`src/rtl/ram_sweep.sv`:
```
// ram_sweep: parametrised single-port RAM with a hardware clear sweep.
// After reset, or when clear is requested, every word is written with
// INIT_VAL, one word per clock, before normal access resumes.
//
// Ports:
//   clk      rising-edge clock
//   rst_n    asynchronous active-low reset; restarts the clear sweep
//   load     write enable; in -> word[address] on a rising edge when idle
//   address  read/write address
//   in       write data
//   clear    request a full-array clear sweep
//   out      read data; combinational read when idle, INIT_VAL while sweeping
//   busy     high while a clear sweep is in progress
module ram_sweep #(
    parameter int unsigned      WIDTH    = 16,
    parameter int unsigned      ADDR_W   = 3,
    parameter logic [WIDTH-1:0] INIT_VAL = '0
) (
    input  logic              clk,
    input  logic              rst_n,
    input  logic              load,
    input  logic [ADDR_W-1:0] address,
    input  logic [WIDTH-1:0]  in,
    input  logic              clear,
    output logic [WIDTH-1:0]  out,
    output logic              busy
);

    localparam int unsigned DEPTH = 2 ** ADDR_W;

    typedef enum logic {
        SWEEP = 1'b0,
        IDLE  = 1'b1
    } state_e;

    state_e             state_q, state_d;
    logic [ADDR_W-1:0]  ptr_q, ptr_d;
    logic [WIDTH-1:0]   mem [DEPTH];

    logic               we_c;
    logic [ADDR_W-1:0]  waddr_c;
    logic [WIDTH-1:0]   wdata_c;

    // State and sweep pointer; reset always restarts the sweep from word 0.
    always_ff @(posedge clk or negedge rst_n) begin
        if (!rst_n) begin
            state_q <= SWEEP;
            ptr_q   <= '0;
        end else begin
            state_q <= state_d;
            ptr_q   <= ptr_d;
        end
    end

    // Next state and the single write port: the sweep owns it while busy.
    always_comb begin
        state_d = state_q;
        ptr_d   = ptr_q;
        we_c    = 1'b0;
        waddr_c = address;
        wdata_c = in;
        case (state_q)
            SWEEP: begin
                we_c    = 1'b1;
                waddr_c = ptr_q;
                wdata_c = INIT_VAL;
                ptr_d   = ADDR_W'(ptr_q + 1'b1);
                if (ptr_q == ADDR_W'(DEPTH - 1)) begin
                    state_d = IDLE;
                end
            end
            IDLE: begin
                // clear has priority; a simultaneous write is dropped
                if (clear) begin
                    state_d = SWEEP;
                    ptr_d   = '0;
                end else if (load) begin
                    we_c = 1'b1;
                end
            end
            default: begin
                state_d = SWEEP;
                ptr_d   = '0;
            end
        endcase
    end

    // Storage array; no reset, the sweep initialises it.
    always_ff @(posedge clk) begin
        if (rst_n && we_c) begin
            mem[waddr_c] <= wdata_c;
        end
    end

    // Array may hold stale data mid-sweep, so the read is masked until idle.
    assign out  = (state_q == IDLE) ? mem[address] : INIT_VAL;
    assign busy = (state_q == SWEEP);

endmodule

```
`config.mk`:
```
export PLATFORM = sky130hd
export DESIGN_NAME = ram_sweep
export DESIGN_NICKNAME = d
export VERILOG_FILES = /design/src/rtl/ram_sweep.sv
export SDC_FILE = /design/constraint.sdc
export NUM_CORES = 1
export LEC_CHECK = 0
export BUFFER_PORTS_ARGS = -buffer_cell sky130_fd_sc_hd__buf_2
export CAP_MARGIN = 5
export CORE_MARGIN = 8
export CORE_UTILIZATION = 60
export CTS_BUF_LIST = sky130_fd_sc_hd__clkbuf_8
export DETAILED_ROUTE_END_ITERATION = 6
export PLACE_DENSITY = 0.76
export SKIP_LAST_GASP = 1
export SLEW_MARGIN = 20
export SYNTH_ARGS = -nofsm -noshare
export SYNTH_HDL_FRONTEND = slang
export SYNTH_SLANG_ARGS = --single-unit
export TNS_END_PERCENT = 10
```
`constraint.sdc`:
```
create_clock -name clk -period 5.4 [get_ports clk]
set_input_delay 0.81 -clock clk [delete_from_list [all_inputs] [get_ports clk]]
set_output_delay 0.81 -clock clk [all_outputs]
set_load 0.05 [all_outputs]
```
==> qor.yml <==
run_status:
  status: "finished clean"
timing:
  period_share_pct: 66.70
  rsz0062_at_grt: "no"
  setup_viol: 0
  worstMarginPinSlew_ns: 0.9207
  holdWs_ns: 0.1923
  fin_crit_ns: 3.602
  finalSetupTns_ns: 0
  hold_viol: 0
  slew_viol_final: 0
  clock_skew_ns: 0.01042
  slew_headroom_pct: 38.62
  max_freq_mhz: 277.7
floorplan:
  die_area_um2: 12110
  ios: 40
  dieHeight_um: 110.0
  die_w_um: 110.0
  initial_core_util_pct: 61.43
  rows: 34
  fp.coreArea_um2: 8636
hold_path:
  hp-class: "in2async"
routing:
  drt_wl_total_um: 9913
  ant_nets: 0
  drt-vias-per-instance: 5.932
  drtPass1Iterations: 4
  routed-via-count: 2782
  drt_iter0_drc: 209
  drc: 0
  wl_per_cell_um: 21.14
global_routing:
  grt_pass1_wl_um: 15320
  antenna_found_initial: 0
  grt_pass1_vias: 2758
  grt_remaining_overflow: 0
  track_usage_pct: 17.68
  grt_max_degree: 47
power_and_ir_drop:
  leakage_uw: 0.002072
  p_per_area_nw_per_um2: 481.5
  ir_drop_v: 0.0002734
placement:
  hpwlAfterDp_um: 5748
  portBuffers: 39
  gp_congestion: 0.7419
worst_setup_path:
  cp_max_fo: 46
  cp-start-kind: "input pin"
  cp-end-kind: "primary output"
  critPathArrivalTime_ns: 2.79
  path_buf_inv: 3
  cpLargestDelayFamily: "buffers and inverters"
  path_common_cell: "buf_2"
  max_stage_delay_ns: 0.69
  critPathSlowestCell: "buf_2"
  critPathKind: "in2out"
  path_cells: "buf_2 > buf_4 > mux4_2 > o22ai_1 > nor3_1 > buf_2"
  worstPathRequired_ns: 4.59
synthesis:
  synth_adder_area_share_pct: 0.4717
  yosysWarnings: 0
  synthMuxAreaShare_pct: 10.26
  syn_area_um2: 5305
  synth-seq-cells: 132
  synth_top_family_by_area: "multiplexers"
  synth-compound-area-share_pct: 5.377
  yosys.area_share.simple_pct: 7.476
  ys_types: 30
  syn-mean-instance-area_um2: 17.68
  synthTopCellsByArea: "edfxtp_1 72%, mux4_2 6.4%, mux2_2 3.4%, a211oi_1 2.3%, nor2b_1 2.0%"
  synth_fp_nets: 325
  ys_seq_area_share_pct: 74.34
  syn-instance-count: 300
  synth.top_cell.area_share_pct: 72.45
  synth-xor-area-share_pct: 0
  yosysTopAreaCell: "edfxtp_1"
flow_run:
  maxCapViolations: 0
final_layout:
  drive_gt1_share_pct: 30.47
  n_antenna_cell: 0
  final_common_cell: "edfxtp_1"
  fill_cells: 584
  nNetsFinal: 374
  area_growth_pct: 13.68
  final_cell_mix: "128 x edfxtp_1, 39 x buf_2, 17 x nor2b_1, 17 x nor3_1, 17 x clkbuf_8"
clock_tree:
  cts_resized: 0
  cts_tree: "built"
  cts.htree.levels: 4
  clk_path_buf_depth: 2
  hold_buffers: 0
  clk_latency_ns: 0.42
  postCtsSetupRepairBufs: 0
  cts.sinks: 132
  path_clk_slew_ns: 0.07
  cts_buffers: 17
  cts-root-buf: "clkbuf_8"
## cell families (layout without fill, tap and decap cells)
kind of cell    count (synthesis)  after routing
flops                         132            132
simple gates                   71             71
compound gates                 42             42
fa+ha+maj                       2              2
buf+inv                        21             82
mux                            32             32
## worst reg2reg max path: stages (launching register included)
cell and delay (ns):
dfrtp_1 0.36, buf_4 0.23, inv_1 0.67, a31oi_1 0.22
nor2_1 0.37, buf_4 0.34
## registers in the layout, indices dropped and copies added, names as in the netlist
name and flops:
mem 128, ptr_q 3, state_q 1
## stage by stage
stage | worst slack [ns] | total power (uW) | cell area, um^2 | utilization (%) | cells
detailed placement | 1.748 | 2077 | 5608 | 64.94 | 438
CTS | 1.737 | 2930 | 6031 | 69.83 | 469
global placement | 1.766 | 2050 | 5608 | 64.94 | 438
floorplan | 2.143 | 1874 | 5305 | - | 300
global route | 1.633 | 3022 | 6031 | 69.83 | 469
finish | 1.798 | 2904 | 6031 | 69.83 | 469
## path summary, 6_finish.rpt
| kind | start | end | slack [ns] | cells after the start |
|---|---|---|---|---|
| worst max-delay path | address[2] | out[14] | 1.80 | 6 |
| worst min-delay path | rst_n | ptr_q[1] | 0.19 | 1 |
| worst max register to register | state_q | mem[6][6] | 2.90 | 5 |
| worst min register to register | ptr_q[0] | ptr_q[0] | 0.56 | 1 |
| max in group asynchronous | rst_n | state_q | 5.08 | 1 |
| min in group clk | ptr_q[0] | ptr_q[0] | 0.56 | 1 |
## layer usage
metal	share of wire, %	track usage [%]
met2	50	28.51
met5	0	0
met3	8.1	5.814
met4	0.48	4.629
met1	41	22.68
## report_power, final
| part | internal [uW] | switching, uW | total, uW |
|---|---|---|---|
| Sequential | 1370 | 47.6 | 1420 |
| Clock | 498 | 360 | 859 |
| Combinational | 180 | 450 | 630 |
## final cells by class
type	instances	area (um^2)	share of cell area [%]
multi-input cells	147	1251	20.75
inverters	2	7.507	0.1245
well taps	108	135.1	2.241
clock inverters	14	188.9	3.133
clock buffers	17	234.0	3.880
repair buffers	49	270.3	4.481
flip-flops and latches	132	3944	65.39
## synth_stat cells (all sizes together)
master / instances
a211oi: 16
buf: 14
mux2: 16
nor2: 10
edfxtp: 128
o22ai: 16
and2: 16
nor3: 17
and3: 1
o32a: 1
and4b: 1
nor2b: 17
a21oi: 1
mux4: 16
nand3b: 1
clkbuf: 5
o21ai: 4
nand2b: 1
nand2: 5
ha: 2
o2bb2ai: 2
dfrtp: 4
inv: 2
and3b: 1
nor4bb: 1
a31oi: 2
No activity file was read; power rests on OpenSTA's default activity.
